File: config.mk
export PLATFORM = sky130hd
export DESIGN_NAME = ring_buffer_reader
export DESIGN_NICKNAME = d
export VERILOG_FILES = /design/src/rtl/ring_buffer_pkg.sv /design/src/rtl/rb_out_slot.sv /design/src/rtl/ring_buffer_reader.sv
export SDC_FILE = /design/constraint.sdc
export NUM_CORES = 1
export LEC_CHECK = 0
export CORE_MARGIN = 4
export CORE_UTILIZATION = 47
export CTS_CLUSTER_DIAMETER = 120
export CTS_CLUSTER_SIZE = 10
export DETAILED_ROUTE_END_ITERATION = 6
export PLACE_DENSITY = 0.83
export SYNTH_ARGS = -nofsm -noshare
export SYNTH_HDL_FRONTEND = slang
export SYNTH_SLANG_ARGS = --single-unit
File: constraint.sdc
create_clock -name clk -period 3.45 [get_ports clk]
set_input_delay 0.345 -clock clk [delete_from_list [all_inputs] [get_ports clk]]
set_output_delay 0.345 -clock clk [all_outputs]
set_load 0.01 [all_outputs]
File: src/rtl/ring_buffer_pkg.sv
// Shared definitions for the Ring_Buffer initiators: mode-port encodings and
// the reader FSM state type.
package ring_buffer_pkg;

    localparam logic [1:0] MODE_IDLE = 2'b00;
    localparam logic [1:0] MODE_R    = 2'b01;
    localparam logic [1:0] MODE_W    = 2'b10;

    // Wide enough for RD_LATENCY-1 with RD_LATENCY in 1..3.
    localparam int WAIT_W = 2;

    typedef enum logic [1:0] {
        RD_IDLE  = 2'b00,
        RD_ISSUE = 2'b01,
        RD_WAIT  = 2'b10
    } rd_state_t;

endpackage

File: src/rtl/rb_out_slot.sv
// Single-entry valid/ready holding register for words read from the ring
// buffer, plus a modulo counter of words handed to the consumer.
module rb_out_slot #(
    parameter int REG_WIDTH = 8,
    parameter int CNT_W     = 8
) (
    input  logic                 clk,
    input  logic                 reset,
    input  logic                 load,
    input  logic [REG_WIDTH-1:0] load_data,
    input  logic                 out_ready,
    output logic [REG_WIDTH-1:0] out_data,
    output logic                 out_valid,
    output logic [CNT_W-1:0]     rd_count
);

    // A word transfers on a rising edge where out_valid && out_ready; while
    // out_valid is high and out_ready low, out_data holds. A load on the
    // transfer edge replaces the departing word and keeps out_valid high.
    logic handshake;
    assign handshake = out_valid && out_ready;

    always_ff @(posedge clk or posedge reset) begin
        if (reset) begin
            out_data  <= '0;
            out_valid <= 1'b0;
            rd_count  <= '0;
        end else begin
            if (load) begin
                out_data  <= load_data;
                out_valid <= 1'b1;
            end else if (handshake) begin
                out_valid <= 1'b0;
            end
            if (handshake) begin
                rd_count <= rd_count + 1'b1;
            end
        end
    end

endmodule

File: src/rtl/ring_buffer_reader.sv
// Read-side initiator for the Ring_Buffer: issues one read at a time when the
// buffer is non-empty and forwards each word on a valid/ready stream.
module ring_buffer_reader
    import ring_buffer_pkg::*;
#(
    parameter int REG_WIDTH  = 8,
    parameter int RD_LATENCY = 1,   // legal range 1..3
    parameter int CNT_W      = 8
) (
    input  logic                 clk,
    input  logic                 reset,
    input  logic                 enable,
    input  logic                 buf_empty,
    input  logic [REG_WIDTH-1:0] buf_rdata,
    output logic [1:0]           buf_mode,
    output logic [REG_WIDTH-1:0] out_data,
    output logic                 out_valid,
    input  logic                 out_ready,
    output logic [CNT_W-1:0]     rd_count,
    output logic                 busy,
    output rd_state_t            dbg_state
);

    rd_state_t         state;
    rd_state_t         state_next;
    logic [WAIT_W-1:0] wait_cnt;
    logic              capture;
    logic              slot_free;

    // The slot is free if empty, or if its word leaves on this same edge.
    assign slot_free = !out_valid || out_ready;
    assign capture   = (state == RD_WAIT) && (wait_cnt == '0);

    always_comb begin
        state_next = state;
        case (state)
            RD_IDLE: begin
                if (enable && !buf_empty && slot_free) begin
                    state_next = RD_ISSUE;
                end
            end
            RD_ISSUE: state_next = RD_WAIT;
            RD_WAIT: begin
                if (wait_cnt == '0) begin
                    state_next = RD_IDLE;
                end
            end
            default: state_next = RD_IDLE;
        endcase
    end

    // buf_mode is registered from the next state so it is high exactly while in ISSUE.
    always_ff @(posedge clk or posedge reset) begin
        if (reset) begin
            state    <= RD_IDLE;
            buf_mode <= MODE_IDLE;
            wait_cnt <= '0;
        end else begin
            state    <= state_next;
            buf_mode <= (state_next == RD_ISSUE) ? MODE_R : MODE_IDLE;
            if (state == RD_ISSUE) begin
                wait_cnt <= WAIT_W'(RD_LATENCY - 1);
            end else if ((state == RD_WAIT) && (wait_cnt != '0)) begin
                wait_cnt <= wait_cnt - 1'b1;
            end
        end
    end

    rb_out_slot #(
        .REG_WIDTH (REG_WIDTH),
        .CNT_W     (CNT_W)
    ) u_out_slot (
        .clk       (clk),
        .reset     (reset),
        .load      (capture),
        .load_data (buf_rdata),
        .out_ready (out_ready),
        .out_data  (out_data),
        .out_valid (out_valid),
        .rd_count  (rd_count)
    );

    assign busy      = (state != RD_IDLE) || out_valid;
    assign dbg_state = state;

endmodule

Word level (Yosys, flattened, before mapping)
Index checks and enable logic that the tools add are counted. Widths: inputs -> output; s select.

$add $sub $neg: 2. Reduce and logical (&&, ||, !) cells: 15. Equality and inequality tests: 3. Mux-type cells: 8.

Operators by type and width (number): $add 8x1->8 const B (1); $mux 2 (4); $reduce_bool 2->1 (4); $pmux 2 s3 (1); $logic_and 1x1->1 (5); $eq 2x1->1 const B (2); $logic_not 2->1 (2); $mux 1 (3); $eq 2x2->1 const B (1); $logic_not 1->1 (2); $logic_or 1x1->1 (2); $sub 2x1->2 const B (1).

Register bits: 22. Output and inout bits: 22. Word-level logic and storage cells: 34. Bits of input ports: 13.

Longest topological paths before layout
Gate-level depths: netlist (run 1).

Depth in word-level cells: 7. Depth in mapped cells: 5. Mapped depth without buffers: 5.

Hierarchy
From an unflattened synthesis (run 1), not the netlist that was laid out.

Cells, all modules: 78. Area, all modules: 983.4 µm².

By module, submodules not included: rb_out_slot (area each 690.7 µm², cells an instance 50, seq. area each 425.4 µm², instances 1); ring_buffer_reader (area each 292.8 µm², cells an instance 28, seq. area each 125.1 µm², instances 1).

Worst setup path after synthesis (run 1)
OpenSTA, ideal clock, no wires.

Kind: reg2out. Start point: register state[1] (netlist: dbg_state[1]). End point: output busy. Buffers on the path: 1. Required time: 3.105 ns. Arrival: 0.971 ns. Stages on the path, launching flop included: 3. Setup slack: 2.134 ns. Cell sequence: dfrtp_1 -> buf_2 -> or3_1.

Longest elaborated chain between the ends: 2.

RTL lines: start: declaration (line ring_buffer_reader.sv:24) `rd_state_t state;`; start signal: assignment (line ring_buffer_reader.sv:59) `state <= state_next;`; $reduce_bool 2->1 (line ring_buffer_reader.sv:83) `assign busy = (state != RD_IDLE) || out_valid;`; $logic_or 1x1->1 (line ring_buffer_reader.sv:83); end: declaration (line ring_buffer_reader.sv:20) `output logic busy,`.

No other way between the ends.

Final worst setup path (run 1)
Ends and elaborated chain as after synthesis.

==> summary.md, run 1 <==
| Metric | Value |
|---|---|
| CTS tree | `built` |
| Busiest grt layer | `met2` |
| Hold WC Path Type | `in2async` |
| FF-to-FF path depth | `4` |
| Status | `completed` |
| Vias in the first global route | `728` |
| Crit end category | `primary output` |
| Combinational share of power | `32.2%` |
| Internal power | `0.0006080 W` |
| Storage cell area | `550.5 um^2` |
| DRC Markers | `0` |
| Multi-input logic area | `402.9 um^2` |
| Reg2reg end | `u_out_slot.out_data[1]` |
| Net count, final | `129` |
| Number of fillers in the final layout | `160` |
| # H-tree levels | `1` |
| Critical Path AT | `1660 ps` |
| Crit path launch | `dbg_state[1]` |
| Seq pwr share | `45.2%` |
| GRT Total Usage | `15.76%` |
| Reg2Reg Launch Point | `wait_cnt[0]` |
| TNS Setup | `0 ps` |
| Setup Buffers After CTS | `0` |
| Unrepaired setup endpoints after global routing | `no` |
| Worst slew margin | `48.27%` |
| Switch Pwr | `0.0002350 W` |
| ANT cells | `0` |
| Synthesis-to-layout area growth | `41.04%` |
| Yosys reg bits | `22` |
| Max_cap viols | `0` |
| Post_cts resized | `0` |
| Detailed Routing Iterations Pass 1 | `4` |
| Max Clock Skew | `10.48 ps` |
| CTS Sinks | `22` |
| Die Area | `2891 um^2` |
| Gate Count Post-Synth | `78` |
| Die Ht | `53.77 um` |
| Leakage | `0.6067 nW` |
| FP Rows | `16` |
| Worst-margin pin slew | `775.2 ps` |
| Clk_lat worst skew | `300 ps` |
| Post-detailed-route count of antenna-violating nets | `0` |
| Total congestion overflow | `0` |
| Mapped Area | `984.7 um^2` |
| Via count | `684` |
| Post-Syn Nets | `93` |
| Final period utilization | `58.20%` |
| Cts bufs inserted | `3` |
| PwrDens | `606.9 nW/um^2` |
| Met1 usage in global routing | `18.52%` |
| Switching Share | `27.88%` |
| Wirelength per Cell | `13.85 um` |
| Tmin final | `2008 ps` |
| Root Buffer | `clkbuf_4` |
| Part of the power in the clock network | `22.6%` |
| Synth cell types | `20` |
| Met2 Track Usage GR | `27.02%` |
| VDD IR max | `0.4867 mV` |
| Reg clk slew, reported paths | `120 ps` |
| CTS Buffer Depth | `2` |
| Seq/Total Area, Yosys | `55.91%` |
| Max FO, Critical Path | `8` |
| Largest net degree at the start of global routing | `23` |
| Post-layout util | `70.08%` |
| Post-Place Setup Slack | `1768 ps` |
| Cells after DPL | `136` |
| Final Setup Violations | `0` |
| Peak Freq | `0.4980 GHz` |
| Input/output buffers | `33` |
| Final instance area | `1389 um^2` |
| Final HPWL DP | `1568 um` |
| Slew Limit Fails | `0` |
| Ports | `35` |
| Req. time, crit path | `3110 ps` |
| Initial core utilization | `49.68%` |
| Most frequent cells in the layout | `clkdlybuf4s50_1, dfrtp_1, mux2_2` |
| Area post-placement | `1336 um^2` |
| DRT iter0 DRCs | `3` |
| Die width | `53.77 um` |
| Final Worst Setup Slack | `1442 ps` |
| Worst Path Class, Setup | `reg2out` |
| Mean Syn Cell Area | `12.62 um^2` |
| Commonest non-fill, non-tap cell in the layout | `clkdlybuf4s50_1` |
| Startpoint Class | `register` |
| Met3 GRT Util | `4.155%` |
| Share of layout cells above drive strength 1 | `16.81%` |
| Initial antenna violation count | `0` |
| Vias per cell | `4.886` |
| Placer Congestion | `0.7102` |
| Final-report hold violation count | `0` |
| Drt total wl | `1939 um` |
| Final Non-Filler Cells | `140` |
| # hold bufs at CTS | `0` |
| Reg-to-reg slack, setup | `2100 ps` |
| YS warnings | `0` |
| Core ar. | `1982 um^2` |
| First-pass GRT wire length | `3222 um` |
==> worst max-delay path by stage <==
stage	slack, ps	to
floorplan	2130	busy
global placement	1780	busy
detailed placement	1770	busy
CTS	1430	busy
global route	1350	busy
finish	1440	busy
==> synth_stat cells <==
cell type / instances / area, um^2
nor3_2: 2 / 20.02
o21a_1: 3 / 22.52
nand2_1: 6 / 22.52
xor2_1: 5 / 43.79
nand4_4: 1 / 21.27
conb_1: 1 / 3.750
xnor2_1: 2 / 17.52
buf_2: 1 / 5.000
nor4b_2: 1 / 15.01
inv_1: 5 / 18.77
dfrtp_1: 22 / 550.5
o21ai_0: 3 / 15.01
nor2_1: 6 / 22.52
ha_1: 2 / 25.02
or3_1: 1 / 6.260
buf_4: 1 / 7.510
nand3b_4: 1 / 20.02
mux2_2: 10 / 112.6
mux2i_1: 2 / 20.02
nand3_1: 3 / 15.01
==> metrics by stage <==
| stage | hold WS [ps] | power, W |
|---|---|---|
| after floorplan | 334.2 | 0.0004939 |
| after global placement | 459.8 | 0.0006493 |
| after detailed placement | 469.5 | 0.0006619 |
| after CTS | 484.6 | 0.0008530 |
| after global routing | 503.3 | 0.0008915 |
| final | 465.8 | 0.0008429 |
==> sequential cells by signal, summed over array words and instances (netlist names) <==
register,cells
dbg_state,2
u_out_slot.out_valid,1
u_out_slot.rd_count,8
wait_cnt,2
buf_mode,1
u_out_slot.out_data,8
==> kinds of logic after synthesis <==
logic type | count (synthesis) | share of synthesized area (%)
adder cells (fa/ha/maj) | 2 | 2.541
AND/OR/NAND/NOR | 21 | 14.48
XOR/XNOR | 7 | 6.226
buffers and inverters | 7 | 3.177
AO/OA/AOI/OAI | 6 | 3.811
other | 1 | 0.3808
multiplexers | 12 | 13.47
flip-flops | 22 | 55.91
==> power groups by stage <==
stage          clock network [W]  logic (W)  registers, W
3_5_place_dp                   0   0.000276      0.000386
4_1_cts                 0.000194   0.000277      0.000381
5_1_grt                 0.000204   0.000296      0.000391
6_report                0.000191   0.000271      0.000381
2_1_floorplan                  0  0.0000897      0.000404
3_3_place_gp                   0   0.000269      0.000380
==> final cells by class <==
type | count | area share [%]
clock buffers | 3 | 1.622
clock inverters | 1 | 2.162
inverters | 5 | 1.351
multi-input cells | 49 | 29.01
flip-flops and latches | 22 | 39.64
well taps | 27 | 2.432
repair buffers | 33 | 23.78
==> critical path: stages, from the launching register on <==
cell	delay [ps]
dfrtp_1	510
or3_1	380
clkdlybuf4s50_1	480
==> routing by layer <==
layer	share of wire, %	vias up
li1	-	332
met1	40	329
met2	52	21
met3	7.7	2
met4	0.62	0
met5	0	-
Power figures use the tool's default switching activity.
==> inputs of run 2 (changes only) <==
--- a/config.mk
+++ b/config.mk
@@ -6,11 +6,11 @@
 export NUM_CORES = 1
 export LEC_CHECK = 0
 export CORE_MARGIN = 4
-export CORE_UTILIZATION = 47
+export CORE_UTILIZATION = 43
 export CTS_CLUSTER_DIAMETER = 120
 export CTS_CLUSTER_SIZE = 10
 export DETAILED_ROUTE_END_ITERATION = 6
-export PLACE_DENSITY = 0.83
+export PLACE_DENSITY = 0.77
 export SYNTH_ARGS = -nofsm -noshare
 export SYNTH_HDL_FRONTEND = slang
 export SYNTH_SLANG_ARGS = --single-unit
==> constraint.sdc (replaced) <==
create_clock -name clk -period 1.85 [get_ports clk]
set_input_delay 0.185 -clock clk [delete_from_list [all_inputs] [get_ports clk]]
set_output_delay 0.185 -clock clk [all_outputs]
set_load 0.01 [all_outputs]
==> summary.md, run 2 (synthesis results as in run 1) <==
| Metric | Value |
|---|---|
| Post_cts resized | `0 (unchanged)` |
| Drt total wl | `1786 um (-7.9%)` |
| Crit end category | `primary output` |
| Final Power | `0.001419 W (+68%)` |
| Commonest non-fill, non-tap cell in the layout | `clkdlybuf4s50_1` |
| First-pass GRT wire length | `3167 um (-1.7%)` |
| Total congestion overflow | `0 (unchanged)` |
| Status | `completed` |
| DRC Markers | `0 (unchanged)` |
| Max Clock Skew | `1.716 ps (-8.766 ps)` |
| Peak Freq | `0.5683 GHz` |
| Hold WC Path Type | `in2async` |
| Root Buffer | `clkbuf_4` |
| Placer Congestion | `0.6750 (-5.0%)` |
| Most frequent cells in the layout | `clkdlybuf4s50_1, dfrtp_1, mux2_2` |
| DRT iter0 DRCs | `10 (+7)` |
| Unrepaired setup endpoints after global routing | `no` |
| Input/output buffers | `33 (unchanged)` |
| Initial antenna violation count | `0 (unchanged)` |
| Vias per cell | `4.902 (+0.34%)` |
| Die Area | `3120 um^2 (+7.9%)` |
| Leakage | `0.6079 nW (+0.19%)` |
| Final HPWL DP | `1420 um (-9.4%)` |
| Wirelength per Cell | `12.49 um (-9.8%)` |
| Critical Path AT | `1570 ps (-90 ps)` |
| Detailed Routing Iterations Pass 1 | `2 (-2)` |
| Post-detailed-route count of antenna-violating nets | `0 (unchanged)` |
| Post-Place Setup Slack | `409.8 ps (-1358 ps)` |
| Initial core utilization | `44.95% (-4.7 points)` |
| CTS Buffer Depth | `2 (unchanged)` |
| Final Setup Violations | `0 (unchanged)` |
| TNS Setup | `0 ps (unchanged)` |
| Max_cap viols | `0 (unchanged)` |
| Req. time, crit path | `1660 ps (-1450 ps)` |
| Final Worst Setup Slack | `90.47 ps (-1352 ps)` |
| Setup Buffers After CTS | `0 (unchanged)` |
| VDD IR max | `0.6395 mV (+31%)` |
| FP Rows | `17 (+1)` |
| GRT Total Usage | `12.81% (-2.9 points)` |
| Startpoint Class | `register` |
| Synthesis-to-layout area growth | `40.41%` |
| Core ar. | `2191 um^2 (+11%)` |
| Ports | `35 (unchanged)` |
| Via count | `701 (+2.5%)` |
| Final-report hold violation count | `0 (unchanged)` |
| Cts bufs inserted | `3 (unchanged)` |
| ANT cells | `0 (unchanged)` |
| Tmin final | `1760 ps` |
| Worst Path Class, Setup | `reg2out` |
| Net count, final | `132 (+2.3%)` |
| Die width | `55.86 um (+3.9%)` |
| # hold bufs at CTS | `0 (unchanged)` |
| # H-tree levels | `1 (unchanged)` |
| Final period utilization | `95.11%` |
| Largest net degree at the start of global routing | `23 (unchanged)` |
| Die Ht | `55.86 um (+3.9%)` |
| CTS Sinks | `22 (unchanged)` |
| Max FO, Critical Path | `9 (+1)` |
| CTS tree | `built` |
| Vias in the first global route | `722 (-0.82%)` |
| Hold slack | `207.4 ps (-258.5 ps)` |
| Clk_lat worst skew | `290 ps (about the same)` |
| Slew Limit Fails | `0 (unchanged)` |
| Share of layout cells above drive strength 1 | `18.26% (+1.4 points)` |
| PwrDens | `1027 nW/um^2 (+69%)` |
| Biggest regs | `u_out_slot.out_data x8, u_out_slot.rd_count x8` |
| Reg clk slew, reported paths | `100 ps (-20 ps)` |
-- run 2: final cells by class --
cell class | count | area [um^2]
Sequential cell | 22 | 550.5
Multi-Input combinational cell | 49 | 402.9
Fill cell | 186 | 808.3
Timing Repair Buffer | 36 | 352.8
Clock buffer | 3 | 22.52
Tap cell | 28 | 35.03
Inverter | 5 | 18.77
-- run 2: power breakdown --
| group | total (W) | switching, W | internal (W) | leakage (nW) |
|---|---|---|---|---|
| combinational | 0.000523 | 0.000194 | 0.000329 | 0.315 |
| sequential | 0.000700 | 0.000106 | 0.000594 | 0.279 |
| clock | 0.000196 | 0.000121 | 0.0000757 | 0.0138 |
| total | 0.00142 | 0.000421 | 0.000998 | 0.608 |
-- run 2: worst paths after layout --
check                           cells after the start                endpoint              startpoint  slack (ps)
worst max-delay path                                2                    busy            dbg_state[0]          90
worst min-delay path                                3  u_out_slot.out_data[6]                   reset         210
worst max register to register                      4  u_out_slot.out_data[1]             wait_cnt[0]         490
worst min register to register                      1  u_out_slot.rd_count[7]  u_out_slot.rd_count[7]         480
max in group asynchronous                           3  u_out_slot.rd_count[1]                   reset        1440
min in group clk                                    1  u_out_slot.rd_count[7]  u_out_slot.rd_count[7]         480
-- run 2: critical path, stage by stage (launching register included) --
cell,delay (ps)
dfrtp_1,480
or3_1,330
clkdlybuf4s50_1,480
-- run 2: stage by stage --
step | instances | area (um^2) | utilization [%]
floorplan | 78 | 984.7 | -
global placement | 140 | 1360 | 62.08
detailed placement | 140 | 1360 | 62.08
CTS | 143 | 1383 | 63.11
global route | 143 | 1383 | 63.11
finish | 143 | 1383 | 63.11
-- run 2: per-layer routing --
metal	global-route usage, %	wire length (um)	vias to the layer above	part of all wire (%)
li1	-	-	337	-
met1	13.84	661	347	37
met2	23.82	994	15	56
met3	4.408	103	2	5.8
met4	3.051	26	0	1.5
met5	0	0	-	0
==> inputs of run 3 (changes only) <==
--- a/config.mk
+++ b/config.mk
@@ -5,6 +5,7 @@
 export SDC_FILE = /design/constraint.sdc
 export NUM_CORES = 1
 export LEC_CHECK = 0
+export ABC_CLOCK_PERIOD_IN_PS = 1900
 export CORE_MARGIN = 4
 export CORE_UTILIZATION = 43
 export CTS_CLUSTER_DIAMETER = 120
==> constraint.sdc (replaced) <==
create_clock -name clk -period 1.9 [get_ports clk]
set_input_delay 0.19 -clock clk [delete_from_list [all_inputs] [get_ports clk]]
set_output_delay 0.19 -clock clk [all_outputs]
set_load 0.01 [all_outputs]
==> results of run 3 <==
Same layout as run 2 (identical final DEF). Status: completed.
Among the figures that moved: final weighted congestion in routability-driven placement 0.6750 -> 0.6749; setup slack after placement 409.8 ps -> 454.8 ps; setup slack after layout 90.47 ps -> 135.5 ps; hold slack 207.4 ps -> 212.4 ps; register-to-register setup slack 490 ps -> 540 ps; total power 0.001419 W -> 0.001382 W; worst IR drop on VDD 0.6395 mV -> 0.6227 mV
